### config.mk
export PLATFORM = sky130hd
export DESIGN_NAME = iob_fifo_ram_ctrl
export DESIGN_NICKNAME = d
export VERILOG_FILES = /design/src/rtl/iob_fifo_ram_ctrl_pkg.sv /design/src/rtl/iob_fifo_ptr.sv /design/src/rtl/iob_fifo_ram_ctrl.sv
export SDC_FILE = /design/constraint.sdc
export NUM_CORES = 1
export LEC_CHECK = 0
export ABC_AREA = 1
export BUFFER_PORTS_ARGS = -buffer_cell sky130_fd_sc_hd__buf_2
export CAP_MARGIN = 20
export CORE_MARGIN = 4
export CORE_UTILIZATION = 46
export CTS_CLUSTER_DIAMETER = 100
export CTS_CLUSTER_SIZE = 40
export DETAILED_ROUTE_END_ITERATION = 10
export GPL_ROUTABILITY_DRIVEN = 0
export PLACE_DENSITY = 0.76
export SLEW_MARGIN = 15
export SYNTH_ARGS = -nofsm -noshare
export SYNTH_HDL_FRONTEND = slang
export SYNTH_SLANG_ARGS = --single-unit
### constraint.sdc
create_clock -name clk_i -period 2.9 [get_ports clk_i]
set_input_delay 0 -clock clk_i [delete_from_list [all_inputs] [get_ports clk_i]]
set_output_delay 0 -clock clk_i [all_outputs]
set_load 0.02 [all_outputs]
### src/rtl/iob_fifo_ram_ctrl_pkg.sv
// Default configuration for the RAM-backed FIFO controller.
package iob_fifo_ram_ctrl_pkg;

  localparam int unsigned DEF_DATA_W = 8;
  localparam int unsigned DEF_ADDR_W = 4;
  localparam int unsigned DEF_AEMPTY = 2;

  // Almost-full threshold defaults to two words below depth.
  function automatic int unsigned afull_default(input int unsigned addr_w);
    return (32'd1 << addr_w) - 32'd2;
  endfunction

endpackage

### src/rtl/iob_fifo_ptr.sv
// Wrapping FIFO pointer: sync reset, increment enable; MSB flips on each wrap.
module iob_fifo_ptr #(
  parameter int unsigned W = 5
) (
  input  logic         clk_i,
  input  logic         rst_i,
  input  logic         inc,
  output logic [W-1:0] ptr
);

  always_ff @(posedge clk_i) begin
    if (rst_i) begin
      ptr <= '0;
    end else if (inc) begin
      ptr <= ptr + W'(1);
    end
  end

endmodule

### src/rtl/iob_fifo_ram_ctrl.sv
// Single-clock FIFO controller using an external two-port RAM with 1-cycle registered read.
module iob_fifo_ram_ctrl
  import iob_fifo_ram_ctrl_pkg::*;
#(
  parameter int unsigned DATA_W = DEF_DATA_W,
  parameter int unsigned ADDR_W = DEF_ADDR_W,
  parameter int unsigned AFULL  = afull_default(ADDR_W),
  parameter int unsigned AEMPTY = DEF_AEMPTY
) (
  input  logic              clk_i,
  input  logic              rst_i,
  input  logic              w_en_i,
  input  logic [DATA_W-1:0] w_data_i,
  output logic              w_full_o,
  output logic              w_afull_o,
  output logic              w_ovf_o,
  input  logic              r_en_i,
  output logic [DATA_W-1:0] r_data_o,
  output logic              r_valid_o,
  output logic              r_empty_o,
  output logic              r_aempty_o,
  output logic              r_unf_o,
  output logic [ADDR_W:0]   level_o,
  output logic              ext_mem_w_en_o,
  output logic [ADDR_W-1:0] ext_mem_w_addr_o,
  output logic [DATA_W-1:0] ext_mem_w_data_o,
  output logic              ext_mem_r_en_o,
  output logic [ADDR_W-1:0] ext_mem_r_addr_o,
  input  logic [DATA_W-1:0] ext_mem_r_data_i
);

  localparam int unsigned     LVL_W = ADDR_W + 1;
  localparam logic [LVL_W-1:0] DEPTH = LVL_W'(2 ** ADDR_W);

  logic [LVL_W-1:0] wptr;
  logic [LVL_W-1:0] rptr;
  logic [LVL_W-1:0] level_q;
  logic [LVL_W-1:0] level_nxt_c;
  logic             push_acc_c;
  logic             pop_acc_c;
  logic             full_q;
  logic             afull_q;
  logic             empty_q;
  logic             aempty_q;
  logic             ovf_q;
  logic             unf_q;
  logic             valid_q;

  // Guards keep the RAM from ever seeing a read and a write to the same word.
  always_comb begin
    push_acc_c  = w_en_i & ~full_q;
    pop_acc_c   = r_en_i & ~empty_q;
    level_nxt_c = (wptr + LVL_W'(push_acc_c)) - (rptr + LVL_W'(pop_acc_c));
  end

  iob_fifo_ptr #(.W(LVL_W)) u_wptr (
    .clk_i (clk_i),
    .rst_i (rst_i),
    .inc   (push_acc_c),
    .ptr   (wptr)
  );

  iob_fifo_ptr #(.W(LVL_W)) u_rptr (
    .clk_i (clk_i),
    .rst_i (rst_i),
    .inc   (pop_acc_c),
    .ptr   (rptr)
  );

  // Level and flags are registered together from the next-state level.
  always_ff @(posedge clk_i) begin
    if (rst_i) begin
      level_q  <= '0;
      full_q   <= 1'b0;
      afull_q  <= (AFULL == 0);
      empty_q  <= 1'b1;
      aempty_q <= 1'b1;
      ovf_q    <= 1'b0;
      unf_q    <= 1'b0;
      valid_q  <= 1'b0;
    end else begin
      level_q  <= level_nxt_c;
      full_q   <= (level_nxt_c == DEPTH);
      afull_q  <= (level_nxt_c >= LVL_W'(AFULL));
      empty_q  <= (level_nxt_c == '0);
      aempty_q <= (level_nxt_c <= LVL_W'(AEMPTY));
      ovf_q    <= ovf_q | (w_en_i & full_q);
      unf_q    <= unf_q | (r_en_i & empty_q);
      valid_q  <= pop_acc_c;
    end
  end

  assign w_full_o         = full_q;
  assign w_afull_o        = afull_q;
  assign w_ovf_o          = ovf_q;
  assign r_empty_o        = empty_q;
  assign r_aempty_o       = aempty_q;
  assign r_unf_o          = unf_q;
  assign r_valid_o        = valid_q;
  assign level_o          = level_q;
  assign r_data_o         = ext_mem_r_data_i;

  assign ext_mem_w_en_o   = push_acc_c;
  assign ext_mem_w_addr_o = wptr[ADDR_W-1:0];
  assign ext_mem_w_data_o = w_data_i;
  assign ext_mem_r_en_o   = pop_acc_c;
  assign ext_mem_r_addr_o = rptr[ADDR_W-1:0];

endmodule
==> summary.txt, run 1 <==
CTS
  • Clock Latency Late Sink: 0.30 ns
  • H-tree depth: 1
  • Clock buffer depth: 2
  • TritonCTS buffer count: 3
  • Clock sinks: 22
  • Root Buffer: clkbuf_4
  • Clk slew on worst S/H paths: 0.11 ns
  • CTS tree: done

Timing
  • Worst Skew: 0.002898 ns
  • RSZ-0062 raised after global routing: false
  • Setup TNS: 0 ns
  • Worst-Margin Slew: 0.2949 ns
  • Slew Limit Fails: 0
  • Final Hold Fails: 0
  • Period utilization: 93.83%
  • Worst relative slew slack: 80.32%
  • Max Clk Rate: 367.5 MHz
  • Final setup violation count: 0
  • Period minus WS final: 2.721 ns

Layout
  • Commonest cells after routing, fill and taps aside: inv_1 (26), buf_2 (25), dfxtp_1 (22)
  • Util after Layout: 51.28%
  • Ant diodes: 0
  • Footprint of the multi-input gates: 540.5 sq um
  • Storage element area: 440.4 sq um
  • Commonest non-fill, non-tap cell in the layout: inv_1
  • Final nets: 199
  • Area growth syn-to-layout: 3.063%
  • Layout cell share with drive strength beyond 1: 24.24%
  • FILL cells: 253
  • Post-Layout Cell Count: 195

Floorplanning
  • DIE HEIGHT: 60.47 microns
  • Die W: 60.47 microns
  • Cell Rows: 18
  • Die area: 3656 sq um
  • Io pins: 58
  • Core ar.: 2545 sq um
  • Starting density of the core: 49.75%

Worst setup path
  • Crit path launch type: flip-flop
  • Crit path DAT: 2.97 ns
  • Crit. End Element: flip-flop
  • CP Max Fanout: 7
  • Crit Path Category: flip-flop to flip-flop
  • Critical Path RT: 3.15 ns

Synth
  • Cells after Synth: 158
  • Mapped Area: 1266 sq um
  • Post-synth EDFFs: 0
  • Yosys cell types: 23
  • Net count after synthesis: 190
  • FFs w/ async S/R, synth: 0%
  • Yosys warning count: 0
  • Syn Area/Cell: 8.014 sq um
  • Seq/Total Area, Yosys: 34.78%
  • Flop and latch count out of synthesis: 22
  • Ys flop type: dfxtp_1

Place
  • Detail Placement HPWL: 1693 microns
  • Cells after DPL: 188
  • Port bufs: 25

Pwr
  • Power density over cell area: 583.4 nW/um^2
  • Max VDD drop: 0.5258 mV
  • Cell leakage power: 0.6667 nW

Routing
  • Pre-Repair DR Iteration Count: 4
  • Via count: 958
  • Post-Route WL: 2279 microns
  • Antenna viol nets, final: 0
  • Wire length per cell: 11.69 microns
  • Vias per cell: 4.913
  • Initial drt markers: 23
  • Detailed-route DRC error count: 0

Run status
  • Status: complete, no violations

GRT
  • First-pass GRT wire length: 3712 microns
  • Total global-route track usage: 13.70%
  • Total grt overflow: 0
  • Largest net degree at the start of global routing: 13
  • Initial antenna violation count: 0
  • Vias in the first global route: 868

Worst hold path
  • Hold Path Class: input port to output pin

Run
  • Max-Cap Viols: 0
## critical path: stages (launching register included)
cell,delay [ns]
dfxtp_1,0.36
nor2_4,0.17
inv_2,0.09
fa_1,0.39
inv_1,0.07
fa_1,0.40
inv_1,0.07
ha_1,0.16
inv_1,0.06
fa_1,0.40
xor2_2,0.17
buf_4,0.14
nor2_1,0.08
nand2_1,0.05
nand2_1,0.06
## flip-flops by register name, indices dropped and copies added (netlist names)
name / cells
r_empty_o: 1
r_aempty_o: 1
u_rptr.ptr: 5
w_ovf_o: 1
r_valid_o: 1
r_unf_o: 1
level_o: 5
w_full_o: 1
u_wptr.ptr: 5
w_afull_o: 1
## cell families after synthesis
kind of cell,after synthesis,synth area share [%]
simple gates,53,19.76
buf+inv,52,22.53
flops,22,34.78
compound gates,17,7.312
fa+ha+maj,12,13.64
xor+xnor,2,1.977
## power by group
part           switching (mW)  internal [mW]
clock network          0.0844         0.0485
registers              0.0213          0.340
logic                   0.170         0.0968
total                   0.276          0.486
## stage by stage
step | setup slack (ns) | power (mW) | hold slack (ns) | area (sq um)
after floorplan | 0.07681 | 0.5937 | 0.08395 | 1266
after global placement | 0.1916 | 0.6165 | 0.0001367 | 1245
after detailed placement | 0.08247 | 0.6255 | 0.0001367 | 1245
after CTS | 0.05927 | 0.7638 | 0.0001367 | 1297
after global routing | 0.005838 | 0.8226 | 0.00002927 | 1305
final | 0.1789 | 0.7614 | 0.000008831 | 1305
## Yosys cell counts (2+ instances only)
master / n / share of area, %
nor2_2: 3 / 1.5
dfxtp_1: 22 / 35
nor2_1: 17 / 5.0
o21bai_1: 2 / 1.2
inv_1: 27 / 8.0
nand2_2: 3 / 1.5
ha_1: 9 / 8.9
nor2_4: 2 / 1.8
nand3_1: 5 / 2.0
nand2_1: 17 / 5.0
o21ai_0: 4 / 1.6
buf_4: 24 / 14
a21oi_1: 9 / 3.6
nor3_1: 3 / 1.2
fa_1: 3 / 4.7
## what timing repair did
| item | in CTS | in global routing |
|---|---|---|
| hold endpoints to repair | 3 | 0 |
| buffers inserted | 0 | 1 |
| hold buffers | 3 | 0 |
| endpoints found under the setup margin | 0 | 4 |
| resized for setup | 0 | 1 |
## area by class of cell
type	count	share of cell area, %
Multi-Input combinational cell	84	41.42
Clock buffer	3	1.726
Timing Repair Buffer	29	12.46
Tap cell	30	2.876
Inverter	27	7.766
Sequential cell	22	33.75
## path summary, 6_finish.rpt
kind | from | to | slack, ns | cells after the start
max | r_empty_o$_SDFF_PP1_ | w_afull_o$_SDFF_PP0_ | 0.18 | 14
min | ext_mem_r_data_i[0] | r_data_o[0] | 0.000009 | 0
max reg2reg | r_empty_o$_SDFF_PP1_ | w_afull_o$_SDFF_PP0_ | 0.18 | 14
min reg2reg | w_ovf_o$_SDFF_PP0_ | w_ovf_o$_SDFF_PP0_ | 0.47 | 2
## routing by layer
metal | routed length, microns | global-route usage (%)
met5 | 0 | 0
met1 | 1005 | 16.58
met4 | 31 | 6.192
met3 | 185 | 5.532
met2 | 1057 | 21.45
Note: power is estimated with default switching activity, not from simulation.
==> run 2: changes to the inputs <==
- SYNTH_HIERARCHICAL: default -> 1
==> run 2 against run 1 <==
  * Fmax increased by 1.5%
  * Clock power increased by 77%
  * Area after synthesis increased by 0.59%
  * Via count increased by 5.5%
  * Worst hold slack about the same
  * Highest routed layer unchanged
  * Critical path depth decreased by 3
  * Largest power group unchanged
  * Cell area increased by 9.6%
  * Power increased by 17%
  * Routed wire length increased by 1.0%
  * Global-route usage increased by 0.60 points
  * Count of clock-buffer cells in the layout unchanged
==> summary.txt, run 2 <==
Routing
  • Wire length per cell: 10.76 microns (-8.0%)
  • Via count: 1011 (+5.5%)
  • Initial drt markers: 13 (-43%)
  • Vias per cell: 4.724 (-3.8%)
  • Post-Route WL: 2302 microns (+1.0%)
  • Antenna viol nets, final: 0 (unchanged)
  • Detailed-route DRC error count: 0 (unchanged)
  • Pre-Repair DR Iteration Count: 4 (unchanged)

Synth
  • Area contributors post-synth: dfxtp_1 (35%), buf_4 (9.4%), ha_1 (8.8%)
  • Top cell type's share of synthesized area: 34.58% (-0.21 points)
  • FFs w/ async S/R, synth: 0% (unchanged)
  • Net count after synthesis: 197 (+3.7%)
  • Mapped Area: 1274 sq um (+0.59%)
  • Seq/Total Area, Yosys: 34.58% (-0.21 points)
  • Top cells by count, synth: inv_1 (30), nand2_1 (29), dfxtp_1 (22), nor2_1 (19), buf_4 (16)
  • Ys flop type: dfxtp_1
  • Syn Area/Cell: 7.720 sq um (-3.7%)
  • Yosys warning count: 6 (+6)
  • Flop and latch count out of synthesis: 22 (unchanged)
  • Most common cell in the synthesized netlist: inv_1
  • Cells after Synth: 165 (+4.4%)
  • Post-synth EDFFs: 0 (unchanged)
  • Leading area contributor after synthesis: dfxtp_1
  • Yosys cell types: 19 (-17%)

Floorplanning
  • DIE HEIGHT: 60.62 microns (+0.26%)
  • Cell Rows: 18 (unchanged)
  • Core ar.: 2567 sq um (+0.88%)
  • Die area: 3675 sq um (+0.51%)
  • Die W: 60.62 microns (+0.26%)
  • Starting density of the core: 49.61% (-0.14 points)
  • Io pins: 58 (unchanged)

Worst setup path
  • Flop-to-flop setup slack: 0.22 ns (+0.04 ns)
  • Crit Path Category: flip-flop to flip-flop
  • CP Max Fanout: 3 (-4)
  • Reg2reg end: w_full_o$_SDFF_PP0_
  • Crit. End Element: flip-flop
  • Reg2Reg Depth: 11 (-3)
  • Critical Path RT: 3.17 ns (+0.02 ns)
  • CP endpoint: w_full_o$_SDFF_PP0_
  • Worst flop-to-flop path startpoint: r_empty_o$_SDFF_PP1_
  • Crit path DAT: 2.95 ns (-0.02 ns)
  • Crit path launch type: flip-flop
  • CP startpoint: r_empty_o$_SDFF_PP1_

Place
  • Detail Placement HPWL: 1832 microns (+8.2%)
  • Post-DP Area: 1328 sq um (+6.6%)
  • Port bufs: 25 (unchanged)

Layout
  • Ant diodes: 0 (unchanged)
  • Design area: 1430 sq um (+9.6%)
  • Commonest non-fill, non-tap cell in the layout: inv_1
  • Layout cell share with drive strength beyond 1: 27.17% (+2.9 points)
  • Final nets: 217 (+9.0%)
  • Commonest cells after routing, fill and taps aside: inv_1 (30), nand2_1 (29), buf_2 (25)
  • Area growth syn-to-layout: 12.28%
  • FILL cells: 245 (-3.2%)
  • Util after Layout: 55.70% (+4.4 points)

Timing
  • Max Clk Rate: 372.9 MHz (+1.5%)
  • Final Hold Fails: 0 (unchanged)
  • Final setup violation count: 0 (unchanged)
  • Worst-Margin Slew: 0.2652 ns (-0.02968 ns)
  • Period minus WS final: 2.682 ns (-0.03938 ns)
  • Worst Skew: 0.004917 ns (+0.002019 ns)
  • RSZ-0062 raised after global routing: false
  • Worst relative slew slack: 82.26% (+1.9 points)
  • Period utilization: 92.47% (-1.4 points)
  • Slew Limit Fails: 0 (unchanged)
  • Setup TNS: 0 ns (unchanged)

GRT
  • Total global-route track usage: 14.30% (+0.60 points)
  • Largest net degree at the start of global routing: 14 (+1)
  • Total grt overflow: 0 (unchanged)
  • First-pass GRT wire length: 3933 microns (+6.0%)
  • Initial antenna violation count: 0 (unchanged)
  • Vias in the first global route: 946 (+9.0%)

Run status
  • Status: complete, no violations

Pwr
  • Cell leakage power: 0.7475 nW (+12%)
  • Max VDD drop: 0.3987 mV (-24%)
  • Power density over cell area: 622.1 nW/um^2 (+6.6%)
  • Tot Pwr: 0.8896 mW (+17%)

CTS
  • TritonCTS buffer count: 3 (unchanged)
  • H-tree depth: 1 (unchanged)
  • Clock buffer depth: 2 (unchanged)
  • Clock Latency Late Sink: 0.31 ns (about the same)
  • Clock sinks: 22 (unchanged)
  • Resized Gates After CTS: 0 (unchanged)
  • CTS tree: done
  • Clk slew on worst S/H paths: 0.12 ns (about the same)
  • Root Buffer: clkbuf_4

Run
  • Max-Cap Viols: 0 (unchanged)

Worst hold path
  • Hold Path Class: input port to output pin
-- run 2: cells by family (layout without fill, tap and decap cells) --
group,after synthesis,after routing,synth area share (%)
and+or+nand+nor,67,67,25.05
buffers and inverters,48,67,19.45
DFF,22,22,34.58
AOI/OAI and AO/OA,15,15,6.091
adders and majority gates,12,12,13.56
xor gates and xnor gates,1,1,1.277
-- run 2: metal layers --
layer  vias up  global-route usage [%]  routed length, microns
met2        26                   23.97                    1177
met3         9                   3.404                     127
met5         -                       0                       0
li1        520                       -                       -
met4         0                   9.598                      63
met1       456                   16.02                     933
-- run 2: critical path: stages (launching register included) --
cell,delay [ns]
dfxtp_1,0.36
nor2_4,0.11
inv_1,0.07
fa_1,0.41
fa_1,0.45
ha_1,0.24
fa_1,0.41
xnor2_2,0.21
inv_1,0.08
nor2_1,0.13
inv_1,0.07
nor2_2,0.09
-- run 2: final cells by class --
class                   instances  area [sq um]  area share, %
multi-input cells              95         593.1          41.47
flip-flops and latches         22         440.4          30.80
repair buffers                 32         190.2          13.30
inverters                      31         116.4          8.137
well taps                      30         37.54          2.625
clock inverters                 1         30.03          2.100
clock buffers                   3         22.52          1.575
-- run 2: report_power, final --
group	internal, mW	leakage, nW	total, mW	switching, mW
Sequential	0.342	0.181	0.364	0.0223
Clock	0.140	0.0279	0.235	0.0952
Combinational	0.109	0.539	0.291	0.181
Total	0.591	0.747	0.890	0.299
-- run 2: per-stage QoR --
stage,worst slack [ns],hold slack [ns],instances
2_1_floorplan,0.02266,0.1126,165
3_3_place_gp,0.3446,0.0001367,205
3_5_place_dp,0.2235,0.0001367,205
4_1_cts,0.2050,0.0001367,214
5_1_grt,0.08996,0.00003267,214
6_report,0.2182,0.000008814,214
-- run 2: how the worst min path moves through the flow --
stage                        startpoint             endpoint  cells after the start
CTS                         w_data_i[3]  ext_mem_w_data_o[3]                      0
finish              ext_mem_r_data_i[3]          r_data_o[3]                      0
detailed placement          w_data_i[3]  ext_mem_w_data_o[3]                      0
global placement            w_data_i[3]  ext_mem_w_data_o[3]                      0
floorplan                   w_data_i[0]  ext_mem_w_data_o[0]                      1
global route                w_data_i[6]  ext_mem_w_data_o[6]                      0
-- run 2: what timing repair did --
action / in CTS / in global routing
hold buffers: 5 / 0
endpoints found under the hold margin: 7 / 0
buffers inserted: 0 / 0
==> run 3: changes to the inputs <==
- CORE_UTILIZATION: 46 -> 39
- PLACE_DENSITY: 0.76 -> 0.65
==> run 3 against run 2 <==
  * Sequential share of layout area decreased by 0.37 points
  * Non-clock buffer count is the same
  * Flip-flop and latch count did not move
  * Setup slack better by 0.024 ns
  * Critical path type unchanged
  * Clock power barely moved
  * Fmax is 0.89% higher
  * First-iteration DRC count up 120%
  * Clock skew fell by 0.0023 ns
  * Die area increased by 16%
==> summary.txt, run 3 (synthesis gave the netlist of run 2 again) <==
Routing
  • Initial drt markers: 29 (+16)
  • Detailed-route DRC error count: 0 (unchanged)
  • Wire length per cell: 9.382 microns (-13%)
  • Vias per cell: 4.268 (-9.7%)
  • Antenna viol nets, final: 0 (unchanged)
  • Pre-Repair DR Iteration Count: 4 (unchanged)
  • Post-Route WL: 2139 microns (-7.1%)
  • Via count: 973 (-3.8%)

Run
  • Max-Cap Viols: 0 (unchanged)

Layout
  • Ant diodes: 0 (unchanged)
  • Storage element area: 440.4 sq um (unchanged)
  • Layout cell share with drive strength beyond 1: 27.17% (unchanged)
  • Area growth syn-to-layout: 13.65%
  • Commonest cells after routing, fill and taps aside: inv_1 (30), nand2_1 (29), buf_2 (25)
  • Final nets: 217 (unchanged)
  • FILL cells: 316 (+29%)
  • Footprint of the multi-input gates: 593.1 sq um (unchanged)
  • Commonest non-fill, non-tap cell in the layout: inv_1

Worst setup path
  • Crit Path Category: flip-flop to flip-flop
  • Crit. End Element: flip-flop
  • Cell family with most CP delay: adder cells
  • Crit-path slowest cell: fa_1
  • Crit path DAT: 2.92 ns (-0.03 ns)
  • Critical-path cell list: nor2_4, inv_1, fa_1, fa_1, ha_1, fa_1, xnor2_2, inv_1, nor2_1, inv_1, nor2_2
  • CP Max Fanout: 3 (unchanged)
  • Crit path launch type: flip-flop
  • Worst path max stage delay: 0.44 ns (about the same)
  • Critical Path RT: 3.16 ns (about the same)
  • Critical path buffers and inverters: 3 (unchanged)

Floorplanning
  • Io pins: 58 (unchanged)
  • Die W: 65.15 microns (+7.5%)
  • Cell Rows: 20 (+2)
  • DIE HEIGHT: 65.15 microns (+7.5%)
  • Die area: 4245 sq um (+16%)
  • Core ar.: 3078 sq um (+20%)
  • Starting density of the core: 41.38% (-8.2 points)

Timing
  • Worst relative slew slack: 81.45% (-0.81 points)
  • Worst Hold Slack: 0.000007756 ns (-0.000001058 ns)
  • Worst-Margin Slew: 0.2772 ns (+0.01204 ns)
  • Final setup violation count: 0 (unchanged)
  • RSZ-0062 raised after global routing: false
  • Worst Skew: 0.002572 ns (-0.002345 ns)
  • Max Clk Rate: 376.2 MHz (+0.89%)
  • Slew Limit Fails: 0 (unchanged)
  • Final setup margin: 0.2418 ns (+0.02358 ns)
  • Period minus WS final: 2.658 ns (-0.02358 ns)
  • Final Hold Fails: 0 (unchanged)
  • Period utilization: 91.66% (-0.81 points)
  • Setup TNS: 0 ns (unchanged)

GRT
  • First-pass GRT wire length: 3870 microns (-1.6%)
  • Initial antenna violation count: 0 (unchanged)
  • Total grt overflow: 0 (unchanged)
  • Total global-route track usage: 11.43% (-2.9 points)
  • Largest net degree at the start of global routing: 14 (unchanged)
  • Vias in the first global route: 921 (-2.6%)

Pwr
  • Max VDD drop: 0.2575 mV (-35%)
  • Cell leakage power: 0.7475 nW (unchanged)
  • Power density over cell area: 610.8 nW/um^2 (-1.8%)

CTS
  • Clock Latency Late Sink: 0.31 ns (about the same)
  • CTS tree: done
  • Clk slew on worst S/H paths: 0.12 ns (about the same)
  • Buffer count from post-CTS setup fixing: 0 (unchanged)
  • Root Buffer: clkbuf_4
  • H-tree depth: 1 (unchanged)
  • TritonCTS buffer count: 3 (unchanged)
  • Clock buffer depth: 2 (unchanged)
  • Clock sinks: 22 (unchanged)

Run status
  • Status: complete, no violations

Place
  • Port bufs: 25 (unchanged)
  • Detail Placement HPWL: 1688 microns (-7.9%)
  • Place WS: 0.2840 ns (+0.06045 ns)

Worst hold path
  • Hold Path Class: input port to output pin
==> run 3: final timing paths <==
path / startpoint / end / slack [ns] / cells after the start
max: r_empty_o$_SDFF_PP1_ / w_full_o$_SDFF_PP0_ / 0.24 / 11
min: ext_mem_r_data_i[2] / r_data_o[2] / 0.000008 / 0
max reg2reg: r_empty_o$_SDFF_PP1_ / w_full_o$_SDFF_PP0_ / 0.24 / 11
min reg2reg: u_rptr/ptr[2]$_SDFFE_PP0P_ / u_rptr/ptr[2]$_SDFFE_PP0P_ / 0.54 / 2
==> run 3: power breakdown <==
group | leakage [nW] | switching, mW | internal (mW)
clock network | 0.0279 | 0.0949 | 0.140
logic | 0.539 | 0.178 | 0.109
registers | 0.181 | 0.0211 | 0.342
total | 0.747 | 0.294 | 0.590
==> run 3: timing repair <==
action	in CTS	in global routing
hold buffers	5	0
endpoints found under the hold margin	6	0
gates resized for setup	0	0
==> run 3: layer usage <==
metal	vias up	part of all wire, %	GRT usage, %
met5	-	0	0
met4	0	0.65	3.886
met1	437	47	14.16
li1	517	-	-
met2	17	45	18.26
met3	2	6.5	4.274
==> run 3: stage by stage <==
stage          cells  total power, mW  area, sq um  util, %
2_1_floorplan    165           0.6083         1281        -
3_3_place_gp     219           0.6497         1345    43.70
3_5_place_dp     219           0.6546         1345    43.70
4_1_cts          228           0.8953         1448    47.03
5_1_grt          228           0.9507         1448    47.03
6_report         228           0.8843         1448    47.03
==> run 3: worst reg2reg max path: stages (launching register included) <==
cell	delay [ns]
dfxtp_1	0.37
nor2_4	0.12
inv_1	0.07
fa_1	0.40
fa_1	0.44
ha_1	0.23
fa_1	0.41
xnor2_2	0.21
inv_1	0.08
nor2_1	0.13
inv_1	0.06
nor2_2	0.09
==> run 3: cell type report <==
class	instances	share of cell area, %
inverter	31	8.038
sequential	22	30.42
clock buffer	3	1.556
clock inverter	1	2.074
timing repair buffer	32	13.14
multi-input combinational	95	40.97
tap	44	3.803
